$ cat src/rtl/asyn_fifo_pkg.sv
// ----------------------------------------------------------------------------
// asyn_fifo_pkg
//   Shared definitions for the asynchronous FIFO (write ctrl, read ctrl, top).
//   - ADDR_WIDTH_DEFAULT : default address width (depth = 2**ADDR_WIDTH)
//   - bin2gray / gray2bin: pointer code conversions. They operate on a
//     PTR_MAX_W-bit container; callers zero-extend their pointer into it and
//     size-cast the result back. Leading zeros do not disturb either
//     conversion, so one pair of functions serves every pointer width.
// ----------------------------------------------------------------------------
package asyn_fifo_pkg;

    localparam int ADDR_WIDTH_DEFAULT = 6;
    localparam int PTR_MAX_W          = 32;

    typedef logic [PTR_MAX_W-1:0] ptr_max_t;

    function automatic ptr_max_t bin2gray(input ptr_max_t bin);
        return bin ^ (bin >> 1);
    endfunction

    function automatic ptr_max_t gray2bin(input ptr_max_t gray);
        ptr_max_t bin;
        bin[PTR_MAX_W-1] = gray[PTR_MAX_W-1];
        for (int i = PTR_MAX_W - 2; i >= 0; i--) begin
            bin[i] = bin[i+1] ^ gray[i];
        end
        return bin;
    endfunction

endpackage

$ cat src/rtl/asyn_fifo_read_ctrl.sv
// ----------------------------------------------------------------------------
// asyn_fifo_read_ctrl
//   Read-domain controller of the async FIFO. Owns the read pointer, drives
//   the RAM read address and derives empty / almost-empty / level from the
//   already-synchronized Gray write pointer.
//
// Ports
//   read_clk           in   read-domain clock
//   read_rst_n         in   asynchronous active-low reset
//   read_en            in   pop request
//   sync_write_to_read in   Gray write pointer, synchronized into read_clk
//   read_addr          out  RAM read address (low bits of binary read ptr)
//   read_ptr           out  registered Gray read pointer (to write domain)
//   read_empty         out  FIFO empty
//   read_almost_empty  out  level <= ALMOST_EMPTY_TH
//   read_level         out  entries available, 0..2**ADDR_WIDTH
//   read_valid         out  RAM data for the previous accepted pop is valid
//   read_underflow     out  1-cycle pulse after a pop request while empty
// ----------------------------------------------------------------------------
module asyn_fifo_read_ctrl
    import asyn_fifo_pkg::*;
#(
    parameter int ADDR_WIDTH      = ADDR_WIDTH_DEFAULT,
    parameter int ALMOST_EMPTY_TH = 4
) (
    input  logic                  read_clk,
    input  logic                  read_rst_n,
    input  logic                  read_en,
    input  logic [ADDR_WIDTH:0]   sync_write_to_read,
    output logic [ADDR_WIDTH-1:0] read_addr,
    output logic [ADDR_WIDTH:0]   read_ptr,
    output logic                  read_empty,
    output logic                  read_almost_empty,
    output logic [ADDR_WIDTH:0]   read_level,
    output logic                  read_valid,
    output logic                  read_underflow
);

    localparam int PW = ADDR_WIDTH + 1;
    localparam logic [PW-1:0] AE_TH = PW'(ALMOST_EMPTY_TH);

    logic          accept;
    logic [PW-1:0] rbin;
    logic [PW-1:0] rbin_next;
    logic [PW-1:0] rgray_next;
    logic [PW-1:0] wbin;
    logic [PW-1:0] level_next;

    // Next-state logic: a pop and a synced write-pointer change in the same
    // cycle both feed these equations, so neither event is lost.
    always_comb begin
        accept     = read_en & ~read_empty;
        rbin_next  = rbin + {{(PW-1){1'b0}}, accept};
        rgray_next = PW'(bin2gray(PTR_MAX_W'(rbin_next)));
        wbin       = PW'(gray2bin(PTR_MAX_W'(sync_write_to_read)));
        // Modulo subtraction with the wrap bit yields 0..2**ADDR_WIDTH.
        level_next = wbin - rbin_next;
    end

    // Register bank: flags are computed from the post-pop pointer so popping
    // the last entry raises empty on the same edge.
    always_ff @(posedge read_clk or negedge read_rst_n) begin
        if (!read_rst_n) begin
            rbin              <= '0;
            read_ptr          <= '0;
            read_empty        <= 1'b1;
            read_almost_empty <= 1'b1;
            read_level        <= '0;
            read_valid        <= 1'b0;
            read_underflow    <= 1'b0;
        end else begin
            rbin              <= rbin_next;
            read_ptr          <= rgray_next;
            read_empty        <= (rgray_next == sync_write_to_read);
            read_almost_empty <= (level_next <= AE_TH);
            read_level        <= level_next;
            read_valid        <= accept;
            read_underflow    <= read_en & read_empty;
        end
    end

    assign read_addr = rbin[ADDR_WIDTH-1:0];

endmodule

$ cat config.mk
export PLATFORM = sky130hd
export DESIGN_NAME = asyn_fifo_read_ctrl
export DESIGN_NICKNAME = d
export VERILOG_FILES = /design/src/rtl/asyn_fifo_pkg.sv /design/src/rtl/asyn_fifo_read_ctrl.sv
export SDC_FILE = /design/constraint.sdc
export NUM_CORES = 1
export LEC_CHECK = 0
export CORE_AREA = 8 8 50 82
export DETAILED_ROUTE_END_ITERATION = 8
export DIE_AREA = 0 0 58 90
export GPL_TIMING_DRIVEN = 1
export PLACE_DENSITY = 0.72
export SYNTH_ARGS = -nofsm -noshare
export SYNTH_HDL_FRONTEND = slang
export SYNTH_SLANG_ARGS = --single-unit
$ cat constraint.sdc
create_clock -name read_clk -period 3.5 [get_ports read_clk]
set_clock_uncertainty 0.15 [all_clocks]
set_input_delay 0.7 -clock read_clk [delete_from_list [all_inputs] [get_ports read_clk]]
set_output_delay 0.7 -clock read_clk [all_outputs]
set_load 0.005 [all_outputs]
# Word level (Yosys, flattened, before mapping)
# Index checks and enable logic that the tools add are counted.
# Widths: inputs -> output; s select.
totals:
  inputBits: 10
  register_bits: 25
  elab_cells: 21
op_classes:
  n_lt_le_gt_ge: 1
  addsub: 2
  n_bitwise: 10
  n_eq_ne: 1
op_table:
  columns: ["operator", "n"]
  rows:
  - ["$add 7x1->7", 1]
  - ["$eq 7x7->1", 1]
  - ["$le 7x3->1 const B", 1]
  - ["$sub 7x7->7", 1]
  - ["$xor 7x6->7", 1]
  - ["$xor 1x1->1", 6]
  - ["$and 1x1->1", 2]
  - ["$not 1->1", 1]

# Depth between registers and ports, before layout
# Gate-level depths: netlist of the first run.
depth:
  word_depth: 8
  ltp_mapped: 12

# Worst setup path after synthesis of the first run
# OpenSTA, ideal clock, no wires.
synth_path:
  path_kind: "input port to flip-flop"
  startpoint: "input sync_write_to_read[6]"
  endpoint: "register read_almost_empty"
  required_ns: 3.253
  cell_stages: 12
  t_arrival_ns: 3.313
  setup_slack_ns: -0.060
  cell_sequence: "xor3_2 > xnor3_2 > xnor2_1 > xnor2_1 > ha_1 > inv_1 > fa_1 > inv_1 > maj3_2 > o21ai_2 > xor2_2 > nor4_1"
synth_via:
  elab_chain_cells: 8
synth_lines:
  columns: ["item", "line_no", "rtl"]
  rows:
  - ["start: declaration", "asyn_fifo_read_ctrl.sv:29", "input logic [ADDR_WIDTH:0] sync_write_to_read,"]
  - ["$xor 1x1->1 (6 in a row)", "asyn_fifo_pkg.sv:25", "bin[i] = bin[i+1] ^ gray[i];"]
  - ["$sub 7x7->7 (*)", "asyn_fifo_read_ctrl.sv:57", "level_next = wbin - rbin_next;"]
  - ["named net level_next[6]", "asyn_fifo_read_ctrl.sv:47", "logic [PW-1:0] level_next;"]
  - ["$le 7x3->1 (*)", "asyn_fifo_read_ctrl.sv:75", "read_almost_empty <= (level_next <= AE_TH);"]
  - ["end signal: assignment", "asyn_fifo_read_ctrl.sv:75", null]
  - ["end: declaration", "asyn_fifo_read_ctrl.sv:33", "output logic read_almost_empty,"]
# The timed path passes the listed nets; every way through them passes the cells marked *.

# Worst setup path after layout of the first run
# Ends and elaborated chain as after synthesis.

==> results of run 1 <==
## report_power, final
group	internal (uW)	switching [uW]	leakage [uW]
combinational	777	625	0.000574
clock	100	85.9	0.0000288
sequential	419	61.7	0.000286
## state kept, by name, indices dropped and copies added, names as in the netlist
| register | flops |
|---|---|
| read_ptr | 6 |
| read_underflow | 1 |
| rbin | 7 |
| read_level | 7 |
| read_almost_empty | 1 |
| read_valid | 1 |
| read_empty | 1 |
## metrics by stage
step / instances / hold WS, ns / setup TNS, ns
CTS: 191 / 0.390 / 0
detailed placement: 186 / 0.378 / -1.12
finish: 193 / 0.391 / 0
global route: 193 / 0.420 / 0
global placement: 186 / 0.372 / -0.798
floorplan: 103 / 0.254 / 0
## per-layer routing
metal,global-route usage [%],vias up
li1,-,456
met1,10.4,427
met2,21.8,21
met3,1.57,4
met4,5.56,0
met5,0,-
## what timing repair did
action	in CTS	in global routing
endpoints found under the hold margin	0	0
endpoints found under the setup margin	1	1
pin swaps	7	9
setup buffers	1	2
resized for setup	5	16
## final timing paths
check                                 startpoint                 to
min                                   read_empty     read_underflow
min in group asynchronous             read_rst_n         read_valid
max in group asynchronous             read_rst_n        read_ptr[2]
max reg2reg                           read_empty  read_almost_empty
min reg2reg                           read_empty     read_underflow
max                        sync_write_to_read[6]  read_almost_empty
## placed cells by master (no fill, tap or decap), types with 2 or more instances in the layout
cell and count:
sky130_fd_sc_hd__xnor2_1 9, sky130_fd_sc_hd__maj3_2 2, sky130_fd_sc_hd__clkbuf_8 4, sky130_fd_sc_hd__xor2_2 4, sky130_fd_sc_hd__ha_2 2, sky130_fd_sc_hd__nand2_1 3
sky130_fd_sc_hd__dfstp_2 2, sky130_fd_sc_hd__and3_1 3, sky130_fd_sc_hd__buf_4 24, sky130_fd_sc_hd__nor2_1 2, sky130_fd_sc_hd__nor3_1 2, sky130_fd_sc_hd__xor2_1 14
sky130_fd_sc_hd__inv_2 2, sky130_fd_sc_hd__inv_1 7, sky130_fd_sc_hd__ha_1 6, sky130_fd_sc_hd__dfrtp_1 22, sky130_fd_sc_hd__nand3_1 4, sky130_fd_sc_hd__clkdlybuf4s50_1 30
sky130_fd_sc_hd__a21oi_1 2, sky130_fd_sc_hd__nor4_2 2
## worst reg2reg max path: cells and delay by family (launching register included)
| family | cells | cell delay [ns] |
|---|---|---|
| fa+ha+maj | 3 | 0.65 |
| flops | 1 | 0.55 |
| compound gates | 3 | 0.49 |
| simple gates | 3 | 0.43 |
| xor+xnor | 2 | 0.38 |
## kinds of logic after synthesis
logic type                 Yosys count
xor gates and xnor gates            30
DFF                                 24
and+or+nand+nor                     20
adders and majority gates           11
AOI/OAI and AO/OA                    9
buffers and inverters                9
## area by class of cell
type                       count  share of cell area, %
sequential                    24                   31.3
timing repair buffer          57                   26.3
inverter                       9                   1.75
tap                           29                   1.88
clock buffer                   4                   2.86
multi-input combinational     70                   35.9
==> run_results.csv, run 1 <==
group,metric,value,unit
floorplanning,initial_utilization,41.7,%
sta,final_min_period_over_clock_period,96.4,%
synthesis,dominant_combinational_cell_family_by_area_after_synthesis,"XOR/XNOR gates",
synthesis,synth_enable_flop_cells,0,
clock_tree,hold_fix_buffers_cts,0,
synthesis,yosysSeqAreaShare,47.6,%
floorplanning,placementRows,27,
finish,area_growth_syn_to_layout,51.9,%
finish,multi_input_comb_area,691,um^2
floorplanning,die-width,58,um
grt,grt_pass1_wl,4.60,mm
synthesis,synth_top_cells_by_count,"sky130_fd_sc_hd__dfrtp_1 (22), sky130_fd_sc_hd__xor2_1 (16), sky130_fd_sc_hd__xnor2_1 (10)",
clock_tree,post_cts_clock_slew_at_the_launch_and_capture_registers_of_the_worst_setup_and_hold_paths,0.08,ns
route,highest_signal_layer_in_the_routed_design,"met4",
finish,drive_above_1_share,31.7,%
synthesis,synth_area_in_compound_gates,5.73,%
sta,tightestPinTransition,1.04,ns
placement,pre_cts_ws,-0.497,ns
sta,timing_hold_violations_final,0,
critical_path,timing.critical_path.slowest_cell_delay,0.45,ns
floorplanning,die_area,5220,um^2
critical_path,depth_of_the_worst_register_to_register_path,11,
power_and_ir_drop,worst_ir_drop_vdd,0.661,mV
critical_path,crit_type,"input port to register",
synthesis,muxShareOfSynthArea,0,%
status,run_status,"complete, no violations",
synthesis,most_frequent_cell_after_synthesis,"sky130_fd_sc_hd__dfrtp_1",
synthesis,synth_cells,103,
critical_path,path_max_fanout,3,
synthesis,synthesis.area,1270,um^2
clock_tree,cts_max_level,1,
route,route.detailed.drc,0,
clock_tree,clk_latency,0.26,ns
route,met1_length,994,um
critical_path,critical_path.startpoint_type,"input port",
grt,grt_remaining_overflow,0,
route,met2_wire_length,1.68,mm
synthesis,ys_ff_latch,24,
finish,finalNetCount,184,
power_and_ir_drop,design_power_total,2070,uW
run,max_cap_viol_count,0,
power_and_ir_drop,power.density,1070,nW/um^2
grt,grt_max_degree,25,
clock_tree,cts_root_buf,"sky130_fd_sc_hd__clkbuf_8",
floorplanning,die_y,90,um
critical_path,crit_path_frequent_cell,"sky130_fd_sc_hd__inv_2",
min_path,class_of_the_most_critical_hold_timing_path,"register to register",
finish,fillCellCount,259,
route,drt-initial-drc-count,9,
route,route.final.wire_length,2.86,mm
synthesis,ys.flop_type,"sky130_fd_sc_hd__dfrtp_1",
critical_path,timing.reg2reg.setup_slack,0.78,ns
synthesis,synth_async_sr_flop_share,100,%
route,num_vias,908,
clock_tree,numClockSinks,24,
floorplanning,design.portCount,34,
critical_path,worstPathCellList,"buf_6 -> xor3_2 -> xnor3_2 -> xnor2_2 -> xnor2_1 -> ha_2 -> inv_2 -> fa_2 -> inv_2 -> maj3_2 -> o21ai_4 -> xor2_2 -> nor4_2",
sta,highest_attainable_clock_frequency,296,MHz
sta,finalCriticalPeriod,3.37,ns
synthesis,syn_nets,122,
synthesis,synthDistinctLibCells,28,
grt,grt_util_all_layers,11.2,%
synthesis,yosys.area_share.simple,8.39,%
route,vias_per_std_cell,4.70,
clock_tree,numCtsBuffers,3,
placement,place.port_buffers,33,
finish,finalInstanceArea,1930,um^2
placement,hpwlAfterDp,2.34,mm
sta,post_route_worst_setup_slack,0.126,ns
critical_path,worstSetupEndpointType,"register",
critical_path,critical-path-slowest-cell,"sky130_fd_sc_hd__xnor3_2",
route,number_of_iterations_in_the_first_detailed_routing_pass,4,
clock_tree,clk_path_buf_depth,2,
critical_path,cp_top_delay_family,"XOR/XNOR gates",
critical_path,worstPathRequired,3.53,ns
route,avgRoutedWirePerCell,14.8,um
finish,final_util,63.3,%
power_and_ir_drop,power.leakage,0.000889,uW
grt,grt_antenna_before_repair,0,
floorplanning,coreArea,3040,um^2
synthesis,per_instance_average_area_after_synthesis,12.3,um^2
sta,relSlewSlack,30.4,%
critical_path,timing.critical_path.buf_inv,3,
route,detailroute.wirelength.met3,135,um
synthesis,netlist.area_leader.share,43.4,%
sta,final_max_slew_viol_count,0,
placement,placed_area,1800,um^2
synthesis,ys_warn_count,0,
sta,report.final.setup_viol,0,
grt,grt_pass1_vias,983,
sta,rsz0062_at_grt,"no",
route,ant_nets,0,
min_path,hold_depth,1,
synthesis,synth_area_leaders,"sky130_fd_sc_hd__dfrtp_1 (43%), sky130_fd_sc_hd__xor2_1 (11%), sky130_fd_sc_hd__ha_1 (7.9%), sky130_fd_sc_hd__xnor2_1 (6.9%), sky130_fd_sc_hd__dfstp_2 (4.1%)",
critical_path,worst-path-stages,13,
finish,seq_area,603,um^2
clock_tree,cts_tree,"done",
critical_path,critPathArrivalTime,3.40,ns
synthesis,yosys.area_share.adder,11.3,%
synthesis,yosysTopAreaCell,"sky130_fd_sc_hd__dfrtp_1",
placement,place_congestion,0.763,
synthesis,xor_and_xnor_area_share_after_synthesis,24.4,%
finish,antennaDiodeCount,0,
(Power assumes the default switching activity.)
==> run 2, diff against run 1 <==
--- a/config.mk
+++ b/config.mk
@@ -10,6 +10,7 @@
 export DIE_AREA = 0 0 58 90
 export GPL_TIMING_DRIVEN = 1
 export PLACE_DENSITY = 0.72
+export SLEW_MARGIN = 25
 export SYNTH_ARGS = -nofsm -noshare
 export SYNTH_HDL_FRONTEND = slang
 export SYNTH_SLANG_ARGS = --single-unit
==> run 2 against run 1 <==
Critical path depth is the same. Core utilization shrank 0.16 points. Cell count stayed put. Register-to-register slack barely moved. Sequential cell count did not move. Power hardly changed. Global-route usage unchanged. First-iteration DRC count stayed put.
==> run_results.csv, run 2 (synthesis gave the netlist of run 1 again) <==
group,metric,value,unit
status,run_status,"complete, no violations",
grt,grt_antenna_before_repair,0,
finish,drive_above_1_share,32.3,%
power_and_ir_drop,worst_ir_drop_vdd,0.661,mV
critical_path,critical_path.startpoint_type,"input port",
sta,highest_attainable_clock_frequency,296,MHz
placement,hpwlAfterDp,2.34,mm
floorplanning,design.portCount,34,
finish,layoutNonFillerInstCount,193,
clock_tree,clk_path_buf_depth,2,
clock_tree,cts_tree,"done",
placement,place.port_buffers,33,
floorplanning,die_y,90,um
sta,timing_hold_violations_final,0,
floorplanning,die-width,58,um
route,route.final.wire_length,2.86,mm
placement,place_congestion,0.763,
sta,tightestPinTransition,0.547,ns
grt,grt_max_degree,25,
sta,relSlewSlack,63.5,%
sta,rsz0062_at_grt,"no",
sta,post_route_worst_setup_slack,0.126,ns
route,ant_nets,0,
power_and_ir_drop,power.leakage,0.000889,uW
grt,grt_pass1_vias,983,
route,number_of_iterations_in_the_first_detailed_routing_pass,4,
finish,mostFrequentLayoutCell,"sky130_fd_sc_hd__clkdlybuf4s50_1",
placement,pre_cts_ws,-0.497,ns
clock_tree,clk_latency,0.26,ns
route,drt-initial-drc-count,9,
grt,grt_util_all_layers,11.2,%
min_path,class_of_the_most_critical_hold_timing_path,"input port to asynchronous set/reset pin",
clock_tree,cts_root_buf,"sky130_fd_sc_hd__clkbuf_8",
clock_tree,numCtsBuffers,3,
critical_path,timing.reg2reg.setup_slack,0.78,ns
sta,final_max_slew_viol_count,0,
finish,antennaDiodeCount,0,
floorplanning,placementRows,27,
critical_path,crit_type,"input port to register",
placement,place_inst,186,
critical_path,depth_of_the_worst_register_to_register_path,11,
critical_path,critPathArrivalTime,3.40,ns
grt,grt_remaining_overflow,0,
critical_path,worstPathRequired,3.53,ns
finish,finalInstanceArea,1920,um^2
floorplanning,die_area,5220,um^2
finish,finalNetCount,184,
power_and_ir_drop,design_power_total,2070,uW
critical_path,r2r_start,"read_empty",
clock_tree,post_cts_clock_slew_at_the_launch_and_capture_registers_of_the_worst_setup_and_hold_paths,0.08,ns
finish,mostFrequentLayoutCells,"sky130_fd_sc_hd__clkdlybuf4s50_1 (29), sky130_fd_sc_hd__buf_4 (24), sky130_fd_sc_hd__dfrtp_1 (22), sky130_fd_sc_hd__xor2_1 (14), sky130_fd_sc_hd__xnor2_1 (9)",
run,max_cap_viol_count,0,
route,route.detailed.drc,0,
placement,placed_area,1800,um^2
route,vias_per_std_cell,4.70,
route,avgRoutedWirePerCell,14.8,um
clock_tree,cts_max_level,1,
route,num_vias,908,
finish,fillCellCount,260,
floorplanning,initial_utilization,41.7,%
floorplanning,coreArea,3040,um^2
critical_path,worstSetupEndpointType,"register",
finish,top_regs,"rbin: 7 flops, read_level: 7 flops, read_ptr: 6 flops",
clock_tree,numClockSinks,24,
sta,final_min_period_over_clock_period,96.4,%
grt,grt_pass1_wl,4.60,mm
sta,finalCriticalPeriod,3.37,ns
critical_path,path_max_fanout,3,
critical_path,rr_endpoint,"read_almost_empty",
finish,final_util,63.2,%
sta,report.final.setup_viol,0,
finish,area_growth_syn_to_layout,51.5,%
power_and_ir_drop,power.density,1080,nW/um^2
## run 2: cell types whose count changed in the layout (fill, tap and decap cells not counted), sizes merged
cell,before,now
clkdlybuf4s50,30,29
buf,25,26
## run 2: layout make-up
| type | instances | area (um^2) | share of cell area [%] |
|---|---|---|---|
| Sequential cell | 24 | 603 | 31.4 |
| Tap cell | 29 | 36.3 | 1.89 |
| Timing Repair Buffer | 57 | 502 | 26.1 |
| Multi-Input combinational cell | 70 | 691 | 36.0 |
| Clock buffer | 4 | 55.1 | 2.87 |
| Inverter | 9 | 33.8 | 1.76 |
## run 2: routing by layer
metal	global-route usage, %	share of wire [%]	vias to the layer above
li1	-	-	456
met3	1.57	4.7	4
met1	10.4	35	427
met2	21.8	59	21
met5	0	0	-
met4	5.56	1.8	0
## run 2: worst max path at each step
stage	to	start	slack (ns)
after floorplan	read_almost_empty	sync_write_to_read[6]	0.04
after global placement	read_almost_empty	sync_write_to_read[6]	-0.40
after detailed placement	read_almost_empty	sync_write_to_read[6]	-0.50
after CTS	read_almost_empty	sync_write_to_read[5]	0.02
after global routing	read_almost_empty	sync_write_to_read[6]	0.02
final	read_almost_empty	sync_write_to_read[6]	0.13
## run 2: critical path, cell delays in order
cell and delay, ns:
sky130_fd_sc_hd__buf_6 0.09, sky130_fd_sc_hd__xor3_2 0.39, sky130_fd_sc_hd__xnor3_2 0.45, sky130_fd_sc_hd__xnor2_2 0.18, sky130_fd_sc_hd__xnor2_1 0.15, sky130_fd_sc_hd__ha_2 0.20
sky130_fd_sc_hd__inv_2 0.04, sky130_fd_sc_hd__fa_2 0.36, sky130_fd_sc_hd__inv_2 0.07, sky130_fd_sc_hd__maj3_2 0.25, sky130_fd_sc_hd__o21ai_4 0.07, sky130_fd_sc_hd__xor2_2 0.19
sky130_fd_sc_hd__nor4_2 0.25
## run 2: through the flow
step	hold WS [ns]	TNS, ns
2_1_floorplan	0.254	0
3_3_place_gp	0.372	-0.798
3_5_place_dp	0.378	-1.12
4_1_cts	0.390	0
5_1_grt	0.292	0
6_report	0.252	0
## run 2: where the power goes
group          total (uW)  internal (uW)  switching, uW  leakage, uW
combinational        1400            776            624     0.000574
clock                 186            100           85.9    0.0000288
sequential            480            419           61.7     0.000286
## run 2: what timing repair did
item | in CTS | in global routing
buffers inserted | 1 | 2
resized for setup | 5 | 16
endpoints found under the setup margin | 1 | 1
hold buffers | 0 | 0
pin swaps | 7 | 9
